**src/rtl/jk_mod_counter_pkg.sv**
```systemverilog
// Shared definitions for the JK-cell modulo counter: JK input codes and a
// ceiling-log2 helper used for elaboration-time parameter checks.
package jk_mod_counter_pkg;

  localparam logic [1:0] JK_HOLD = 2'b00;
  localparam logic [1:0] JK_RST  = 2'b01;
  localparam logic [1:0] JK_SET  = 2'b10;
  localparam logic [1:0] JK_TOG  = 2'b11;

  localparam int MAX_WIDTH = 16;

  function automatic int clog2(input int value);
    int result;
    int v;
    result = 0;
    v = value - 1;
    while (v > 0) begin
      result++;
      v = v >>> 1;
    end
    return result;
  endfunction

endpackage

```
**src/rtl/jk_mod_counter_jk_ff_cell.sv**
```systemverilog
// One-bit JK flip-flop, falling-edge clocked, synchronous active-low reset
// to INIT.
module jk_ff_cell
  import jk_mod_counter_pkg::*;
#(
  parameter logic INIT = 1'b0
) (
  input  logic clk,
  input  logic rst_n,
  input  logic j,
  input  logic k,
  output logic q
);

  logic q_reg;

  always_ff @(negedge clk) begin
    if (!rst_n) begin
      q_reg <= INIT;
    end else begin
      case ({j, k})
        JK_HOLD: q_reg <= q_reg;
        JK_RST:  q_reg <= 1'b0;
        JK_SET:  q_reg <= 1'b1;
        default: q_reg <= ~q_reg;
      endcase
    end
  end

  assign q = q_reg;

endmodule

```
**src/rtl/jk_mod_counter.sv**
```systemverilog
// Modulo-MODULUS up/down counter with parallel load; each state bit lives in
// a JK cell driven from a combinational next-state mux.
module jk_mod_counter
  import jk_mod_counter_pkg::*;
#(
  parameter int WIDTH       = 4,
  parameter int MODULUS     = 10,
  parameter int RESET_VALUE = 0
) (
  input  logic             clk,
  input  logic             rst_n,
  input  logic             en,
  input  logic             load,
  input  logic             up_dn,
  input  logic [WIDTH-1:0] d,
  output logic [WIDTH-1:0] q,
  output logic [WIDTH-1:0] q_n,
  output logic             tc,
  output logic             wrap,
  output logic             load_err
);

  generate
    if (WIDTH < 1 || WIDTH > MAX_WIDTH) begin : g_bad_width
      $error("jk_mod_counter: WIDTH must be in 1..16");
    end
    if (MODULUS < 2 || clog2(MODULUS) > WIDTH) begin : g_bad_modulus
      $error("jk_mod_counter: MODULUS must be in 2..2**WIDTH");
    end
    if (RESET_VALUE < 0 || RESET_VALUE >= MODULUS) begin : g_bad_reset
      $error("jk_mod_counter: RESET_VALUE must be below MODULUS");
    end
  endgenerate

  // 17-bit copies so MODULUS == 2**16 still compares correctly.
  localparam logic [16:0]      MOD_EXT = 17'(MODULUS);
  localparam logic [16:0]      MAX_EXT = 17'(MODULUS - 1);
  localparam logic [16:0]      RST_EXT = 17'(RESET_VALUE);
  localparam logic [WIDTH-1:0] MAX_VAL = MAX_EXT[WIDTH-1:0];
  localparam logic [WIDTH-1:0] RST_VEC = RST_EXT[WIDTH-1:0];

  logic [WIDTH-1:0] q_reg;
  logic [WIDTH-1:0] count_next;
  logic [WIDTH-1:0] load_next;
  logic [WIDTH-1:0] next_val;
  logic [16:0]      d_ext;
  logic             at_max;
  logic             at_zero;
  logic             d_out_of_range;
  logic             tc_int;
  logic             wrap_reg;
  logic             load_err_reg;

  assign d_ext = 17'(d);

  always_comb begin
    at_max         = (q_reg == MAX_VAL);
    at_zero        = (q_reg == '0);
    d_out_of_range = (d_ext >= MOD_EXT);
    if (up_dn) begin
      count_next = at_max ? '0 : q_reg + WIDTH'(1);
    end else begin
      count_next = at_zero ? MAX_VAL : q_reg - WIDTH'(1);
    end
    load_next = d_out_of_range ? MAX_VAL : d;
    next_val  = load ? load_next : count_next;
    tc_int    = en & ~load & ((up_dn & at_max) | (~up_dn & at_zero));
  end

  genvar gi;
  generate
    for (gi = 0; gi < WIDTH; gi++) begin : g_cell
      logic [1:0] jk_code;

      always_comb begin
        jk_code = JK_HOLD;
        if (load) begin
          jk_code = next_val[gi] ? JK_SET : JK_RST;
        end else if (en && (q_reg[gi] ^ next_val[gi])) begin
          jk_code = JK_TOG;
        end
      end

      jk_ff_cell #(
        .INIT (RST_VEC[gi])
      ) u_cell (
        .clk   (clk),
        .rst_n (rst_n),
        .j     (jk_code[1]),
        .k     (jk_code[0]),
        .q     (q_reg[gi])
      );
    end
  endgenerate

  // A wrap happens exactly on an edge where tc was high.
  always_ff @(negedge clk) begin
    if (!rst_n) begin
      wrap_reg     <= 1'b0;
      load_err_reg <= 1'b0;
    end else begin
      wrap_reg <= tc_int;
      if (load && d_out_of_range) begin
        load_err_reg <= 1'b1;
      end
    end
  end

  assign q        = q_reg;
  assign q_n      = ~q_reg;
  assign tc       = tc_int;
  assign wrap     = wrap_reg;
  assign load_err = load_err_reg;

endmodule
```
**config.mk**
```make
export PLATFORM = sky130hd
export DESIGN_NAME = jk_mod_counter
export DESIGN_NICKNAME = d
export VERILOG_FILES = /design/src/rtl/jk_mod_counter_pkg.sv /design/src/rtl/jk_mod_counter_jk_ff_cell.sv /design/src/rtl/jk_mod_counter.sv
export SDC_FILE = /design/constraint.sdc
export NUM_CORES = 1
export LEC_CHECK = 0
export BUFFER_PORTS_ARGS = -buffer_cell sky130_fd_sc_hd__buf_2
export CORE_MARGIN = 3
export CORE_UTILIZATION = 31
export DETAILED_ROUTE_END_ITERATION = 12
export PLACE_DENSITY = 0.66
export RECOVER_POWER = 50
export SYNTH_ARGS = -nofsm -noshare
export SYNTH_HDL_FRONTEND = slang
export SYNTH_HIERARCHICAL = 1
export SYNTH_SLANG_ARGS = --single-unit
```
**constraint.sdc**
```tcl
create_clock -name clk -period 2.2 [get_ports clk]
set_input_delay 0.33 -clock clk [delete_from_list [all_inputs] [get_ports clk]]
set_output_delay 0.33 -clock clk [all_outputs]
set_load 0.005 [all_outputs]
```
==> impl_results.md, run 1 <==
- H-tree levels: 1
- CTS tree: built
- Setup Skew: 27.7 ps
- Hold Slack: between 400 and 500 ps
- HP Class: reg -> reg
- Crit. End Element: primary output
- Dpl ws: -966 ps
- Multi-input logic area: 479 um^2
- YS warnings: 6
- Die X: 50.4 um
- Overflow after GRT: 0
- Num ports: 20
- HP Start: load_err
- Synthesized area: 611 um^2
- TritonCTS sink count: 6
- Maxcap violations: 0
- Post-route ant nets: 0
- Synth cell types: 30
- Nets@finish: 145
- Placer congestion estimate: just under 0.8
- Worst Tran Pin Value: 206 ps
- Design Area, Final: 1050 um^2
- Total track usage: 0.143
- Placed cell areas: 856 um^2
- Mapped Nets: 100
- Most frequent cells in the layout: 17 x buf_4, 13 x inv_1, 13 x buf_2
- Violated checks: setup timing
- Internal cell power: ~0.37 mW
- N_diodes: 0
- Starting Density: 0.339
- Comb power frac: 0.499
- Iter 0 DRT Violations: 6
- Syn_area_per_cell: around 7.4 um^2
- Yosys top cell by area: dfxtp_1
- Post-DP HPWL: around 1300 um
- Drt drc: 0
- Die H: 50.4 um
- Vias in the first global route: 654
- Clk buf depth: 2
- Relative slew slack: 0.861
- Mapped Cells: 83
- Sequential group share of total power: 0.234
- Seq/Total Area, Yosys: 0.197
- P_sw: 0.217 mW
- DR vias: between 700 and 800
- Final Hold Fails: 0
- Pre-antenna DRT Iters: 4
- Die Footprint: 2540 um^2
- Leak: between 0.5 and 0.6 nW
- Cts bufs inserted: 3
- Worst EP arrival: 2480 ps
- Min setup slack post-route: -609 ps
- First-pass GRT wire length: approximately 2700 um
- Vias per cell: 4.87
- Final WL: between 1500 and 2000 um
- Clock network power share: 0.267
- # rows: 15
- Critical R2R Launch: g_cell[2].u_cell/q
- Largest net degree at the start of global routing: 10
- Unrepaired setup endpoints after global routing: true
- Crit path required time: 1870 ps
- Area contributors post-synth: dfxtp_1 20%, ha_1 16%, inv_1 11%
- Core ar.: 1800 um^2
- Port Buf Inserts: 19
- CP max FO: 3
- Startpoint types: register
- Crit Path Class: reg -> out
- Commonest non-fill, non-tap cell in the layout: buf_4
- FF+latch area: 128 um^2
- Post-synth top area share: 0.197
- Max FFs per register: 4
- VDD IR max: 0.368 mV
- Final number of max-transition violations: 0
- Drt wl/cell: approximately 11 um
- Fin Setup TNS: -3500 ps
- Root Buffer: clkbuf_4
- Final Setup Violations: 13
- CP Launch Point: g_cell[0].u_cell/q
- Status: finished, violations left
- Worst-path clk slew: approximately 30 ps
- PwrDens: 557 nW/um^2
- Clock Latency Late Sink: between 300 and 400 ps
- # fillers: 182
- Layout cells sized above 1: 0.540
- Sw frac: 0.370
- Antenna violations before repair: 0
- Layout area overhead: 72.1%
- Flops & latches, synth: 6
==> area by class of cell <==
cell class | instances | area share
tap | 25 | 0.0298
clock inverter | 6 | 0.0214
timing repair buffer | 41 | 0.301
multi-input combinational | 57 | 0.456
sequential | 6 | 0.121
inverter | 13 | 0.0488
clock buffer | 3 | 0.0214
==> through the flow <==
| stage | std cells | power [mW] | util |
|---|---|---|---|
| after floorplan | 83 | 0.295 | - |
| after global placement | 140 | 0.380 | 0.475 |
| after detailed placement | 140 | 0.388 | 0.475 |
| after CTS | 148 | 0.546 | 0.537 |
| after global routing | 151 | 0.637 | 0.583 |
| final | 151 | 0.585 | 0.583 |
==> synth_stat cells (all sizes together) <==
master / n
inv: 18
ha: 8
nor2: 8
dfxtp: 6
nand2: 5
o311a: 5
and2: 4
nand2b: 4
o21a: 3
o21ai: 3
a211o: 1
a211oi: 1
a21o: 1
a21oi: 1
a22o: 1
a31oi: 1
and3b: 1
buf: 1
clkbuf: 1
nand3: 1
nand3b: 1
nand4: 1
nor2b: 1
nor3: 1
nor4: 1
o22ai: 1
or2: 1
xnor2: 1
xor2: 1
==> metal layers <==
layer	part of all wire	track usage	vias to the layer above
met4	0.013	0.0628	0
met2	0.52	0.230	21
li1	-	-	366
met1	0.40	0.163	345
met3	0.066	0.0623	4
met5	0	0	-
==> cell families (layout without fill, tap and decap cells) <==
family	Yosys count	after routing	synth area share
simple gates	29	29	0.250
compound gates	18	18	0.225
xor+xnor	2	2	0.0287
fa+ha+maj	8	8	0.164
buf+inv	20	63	0.135
flops	6	6	0.197
==> power groups by stage <==
| stage | Sequential (mW) | Clock [mW] | Combinational (mW) |
|---|---|---|---|
| CTS | 0.137 | 0.157 | 0.252 |
| detailed placement | 0.136 | 0.0313 | 0.221 |
| global route | 0.139 | 0.176 | 0.323 |
| finish | 0.137 | 0.156 | 0.292 |
| global placement | 0.136 | 0.0313 | 0.213 |
| floorplan | 0.141 | 0.0313 | 0.122 |
==> worst paths after layout <==
| kind | cells after the start | slack (ps) | endpoint |
|---|---|---|---|
| worst max-delay path | 4 | -610 | tc |
| worst min-delay path | 1 | 450 | load_err |
| worst max register to register | 8 | 160 | g_cell[1].u_cell/q |
| worst min register to register | 1 | 450 | load_err |
==> what timing repair did <==
item,4_1_cts,5_1_grt
setup buffers,4,3
hold buffers,0,0
gates cloned,0,0
setup endpoints to repair,13,14
resized for setup,14,21
pin swaps,12,4
endpoints found under the hold margin,0,0
==> worst max-delay path, stage by stage, from the launching register on <==
cell	delay, ps
dfxtp_2	310
or2_4	240
o21a_1	210
nor4_2	150
buf_2	150
Power figures use the tool's default switching activity.
==> run 2: changes to the inputs <==
Settings changed: BUFFER_PORTS_ARGS -buffer_cell sky130_fd_sc_hd__buf_2 to -buffer_cell sky130_fd_sc_hd__buf_4, CTS_CLUSTER_SIZE set to 28, MAX_ROUTING_LAYER set to met4.
==> run 2 against run 1 <==
Effect of this change: the run still ends with setup timing left; sequential share of layout area is 0.91 points lower; die area stayed put; sequential power hardly changed; cell count up 4.6%; clock skew decreased by 10 ps; final area increased by 8.1%; first-iteration DRC count grew to 3.3 times the previous value; combinational power up 15%; hold slack improved by 18 ps; wire length grew 7.5%; critical path depth increased by 5; power grew 7.0%; largest power group unchanged.
==> impl_results.md, run 2 (synthesis results as in run 1) <==
- Crit Path Class: in -> reg
- Worst EP arrival: between 1500 and 2000 ps
- Post-route ant nets: 0
- Final Setup Violations: 13
- Placer congestion estimate: 0.797
- Overflow after GRT: 0
- Root Buffer: clkbuf_4
- Non-Filler Instances: ~160
- CP max FO: 3
- Die H: 50.4 um
- Worst-path clk slew: 30 ps
- Post-layout utilization of the core: 0.631
- Critical R2R Launch: g_cell[0].u_cell/q
- First-pass GRT wire length: 3040 um
- Clk buf depth: 2
- Most frequent cells in the layout: 34 x buf_4, 15 x inv_1, 13 x buf_6
- Iter 0 DRT Violations: 20
- Crit. End Element: register
- Total track usage: 0.168
- Nets@finish: 152
- Post-CTS Hold Buffers: 0
- Final Hold Fails: 0
- Starting Density: 0.339
- Hold endpoint: load_err
- Antenna violations before repair: 0
- Setup Skew: 17.6 ps
- # rows: 15
- Startpoint types: input pin
- Worst Tran Pin Value: about 190 ps
- Dpl ws: -1000 ps
- Violated checks: setup timing
- WHS Path Cells: 1
- Clock Latency Late Sink: 320 ps
- Port Buf Inserts: 19
- Die Footprint: 2540 um^2
- Drt drc: 0
- Cells after DPL: 140
- Final number of max-transition violations: 0
- H-tree levels: 1
- HP Class: reg -> reg
- Pre-antenna DRT Iters: 4
- Reg-to-Reg End: g_cell[2].u_cell/q
- PwrDens: approximately 550 nW/um^2
- Layout cells sized above 1: 0.534
- Relative slew slack: 0.870
- Final WL: 1850 um
- HP Start: load_err
- Cts bufs inserted: 3
- Vias per cell: roughly 4.7
- Num ports: 20
- CTS tree: built
- # fillers: 170
- Post-DP HPWL: 1290 um
- Flop2flop setup slack: -190 ps
- Commonest non-fill, non-tap cell in the layout: buf_4
- CP Launch Point: up_dn
- Cells on worst reg2reg path: 13
- Unrepaired setup endpoints after global routing: true
- Die X: around 50 um
- Status: finished, violations left
- Vias in the first global route: between 700 and 800
- Layout area overhead: 86.1%
- Core ar.: 1800 um^2
- Fin Setup TNS: -3980 ps
- N_diodes: 0
- DR vias: roughly 750
- VDD IR max: ~0.32 mV
- Maxcap violations: 0
- TritonCTS sink count: 6
- Largest net degree at the start of global routing: 11
- Min setup slack post-route: -626 ps
- Drt wl/cell: 11.7 um
- Crit path required time: 1290 ps
- Leak: 0.597 nW
- Max FFs per register: 4
run 2: cell types whose count changed in the layout (fill, tap and decap cells not counted), moves of 2 or more:
cell / previous run / this run
buf_4: 17 / 34
inv_1: 13 / 15
inv_2: 5 / 3
buf_6: 9 / 13
buf_2: 13 / 0
run 2: how the worst max path moves through the flow:
stage	slack, ps	to
after floorplan	-780	g_cell[3].u_cell/q
after global placement	-970	g_cell[3].u_cell/q
after detailed placement	-1000	g_cell[3].u_cell/q
after CTS	-620	tc
after global routing	-690	g_cell[2].u_cell/q
final	-630	g_cell[2].u_cell/q
run 2: area by class of cell:
class	count	area [um^2]	area share
Clock inverter	6	22.5	0.0198
Inverter	13	51.3	0.0452
Timing Repair Buffer	48	409	0.360
Multi-Input combinational cell	57	472	0.415
Sequential cell	6	128	0.112
Tap cell	25	31.3	0.0275
Clock buffer	3	22.5	0.0198
run 2: what timing repair did:
item | in CTS | in global routing
setup endpoints to repair | 13 | 14
buffers inserted | 13 | 2
pin swaps | 13 | 2
hold endpoints to repair | 0 | 0
resized for setup | 19 | 10
run 2: metrics by stage:
stage / cell area [um^2] / power (mW) / hold slack (ps)
floorplan: 632 / 0.295 / 464
global placement: 903 / 0.400 / 449
detailed placement: 903 / 0.407 / 459
CTS: 1100 / 0.615 / 466
global route: 1140 / 0.682 / 498
finish: 1140 / 0.626 / 464
run 2: critical path, stage by stage:
cell and delay [ps]:
buf_6 100, or2_4 240, a211oi_2 180, a31oi_2 60, o22ai_1 170, inv_1 80
ha_1 300, and2_0 140, o311a_1 320
run 2: where the power goes:
part           total [mW]  switching [mW]  leakage, nW  internal [mW]
clock               0.152          0.0751       0.0458         0.0772
sequential          0.138          0.0125       0.0511          0.125
combinational       0.336           0.136        0.500          0.200
total               0.626           0.223        0.597          0.403
run 2: per-layer routing:
layer | vias up | global-route usage | part of all wire | routed length [um]
met5 | - | - | 0 | 0
met4 | 0 | 0.0717 | 0 | 0
met3 | 0 | 0.0742 | 0.058 | 107
met2 | 22 | 0.280 | 0.54 | 1000
met1 | 346 | 0.170 | 0.40 | 736
li1 | 379 | - | - | -
==> run 3: changes to the inputs <==
Settings changed: CORE_UTILIZATION 31 to 43, PLACE_DENSITY 0.66 to 0.83.
==> run 3 against run 2 <==
Effect of this change: the run still ends with setup timing left; first-iteration DRC count rose to 3.5 times the previous value; clock power increased by 8%; critical path depth unchanged; power up 7.8%; count of clock-buffer cells in the layout unchanged; wire length up 58%; critical path type unchanged; largest power group unchanged.
==> impl_results.md, run 3 (synthesis results as in run 1) <==
- Die Footprint: 1910 um^2
- Starting Density: 0.502
- Worst EP arrival: slightly above 2000 ps
- N_diodes: 0
- Placer congestion estimate: 0.901
- Cts bufs inserted: 3
- Unrepaired setup endpoints after global routing: true
- Crit. End Element: register
- Final number of max-transition violations: 0
- Status: finished, violations left
- Die H: 43.7 um
- Num ports: 20
- Commonest non-fill, non-tap cell in the layout: buf_4
- CTS tree: built
- Antenna violations before repair: 0
- Layout cells sized above 1: 0.556
- Maxcap violations: 0
- Min setup slack post-route: -767 ps
- Clock Latency Late Sink: 330 ps
- Root Buffer: clkbuf_4
- Startpoint types: input pin
- Leak: 0.574 nW
- Iter 0 DRT Violations: 69
- Drt wl/cell: between 20 and 25 um
- Clk buf depth: 2
- Relative slew slack: 0.821
- Pre-antenna DRT Iters: 7
- Power, Total: 0.675 mW
- Worst-path clk slew: ~50 ps
- First-pass GRT wire length: 2970 um
- Final WL: 2910 um
- Core ar.: 1220 um^2
- Final Setup Violations: 14
- Largest net degree at the start of global routing: 10
- PwrDens: 592 nW/um^2
- Nets@finish: between 100 and 150
- Layout area overhead: 86.7%
- Worst Tran Pin Value: 267 ps
- Multi-input logic area: 519 um^2
- Final Hold Fails: 0
- Port Buf Inserts: 19
- Setup Skew: ~28 ps
- CP max FO: 3
- Post-route ant nets: 0
- TritonCTS sink count: 6
- Vias in the first global route: roughly 700
- Vias per cell: 6.12
- Most frequent cells in the layout: 25 x buf_4, 13 x buf_6, 12 x inv_1
- FF+latch area: 130 um^2
- DR vias: 857
- Die X: 43.7 um
- Post-DP HPWL: 1210 um
- Crit path required time: 1280 ps
- Max FFs per register: 4
- HP Class: reg -> reg
- # rows: 12
- Crit Path Class: in -> reg
- Hold Slack: 499 ps
- Total track usage: 0.217
- Violated checks: setup timing
- # fillers: 41
- H-tree levels: 1
- VDD IR max: between 0.3 and 0.4 mV
- Overflow after GRT: 0
- Drt drc: 0
## run 3: report_power, final
| group | switching, mW | internal [mW] |
|---|---|---|
| sequential | 0.0191 | 0.126 |
| clock | 0.0864 | 0.0775 |
| combinational | 0.170 | 0.196 |
| total | 0.275 | 0.400 |
## run 3: worst paths after layout
check | start | endpoint | slack (ps) | cells after the start
hold / removal | load_err | load_err | 500 | 1
setup / recovery | up_dn | g_cell[3].u_cell/q | -770 | 9
setup reg to reg | g_cell[2].u_cell/q | g_cell[2].u_cell/q | 20 | 10
hold reg to reg | load_err | load_err | 500 | 1
## run 3: repair_timing
item	CTS	global route
setup endpoints to repair	13	13
resized for setup	19	28
hold buffers	0	0
setup buffers	2	5
pin swaps	5	8
## run 3: critical path, stage by stage
cell and delay (ps):
buf_8 100, or2_4 240, a211o_1 300, a21o_1 180
o21ai_1 110, inv_1 120, ha_4 230, and2_0 140
o311a_1 290
## run 3: cell type report
class / count / share of cell area
multi-input combinational: 57 / 0.456
timing repair buffer: 41 / 0.326
sequential: 6 / 0.114
inverter: 13 / 0.0494
clock buffer: 3 / 0.0198
clock inverter: 6 / 0.0198
tap: 14 / 0.0154
## run 3: layer usage
layer | global-route usage | part of all wire | vias to the layer above
li1 | - | - | 363
met1 | 0.227 | 0.39 | 406
met2 | 0.369 | 0.47 | 74
met3 | 0.0332 | 0.10 | 14
met4 | 0.145 | 0.033 | 0
met5 | - | 0 | -
## run 3: through the flow
stage	utilization	TNS (ps)	instances	setup WS, ps	cell area, um^2
4_1_cts	0.826	-3780	137	-645	1000
6_report	0.937	-4300	140	-767	1140
5_1_grt	0.937	-4680	140	-785	1140
2_1_floorplan	-	-2740	83	-782	632
3_3_place_gp	0.744	-3690	131	-964	905
3_5_place_dp	0.744	-3860	131	-1020	905
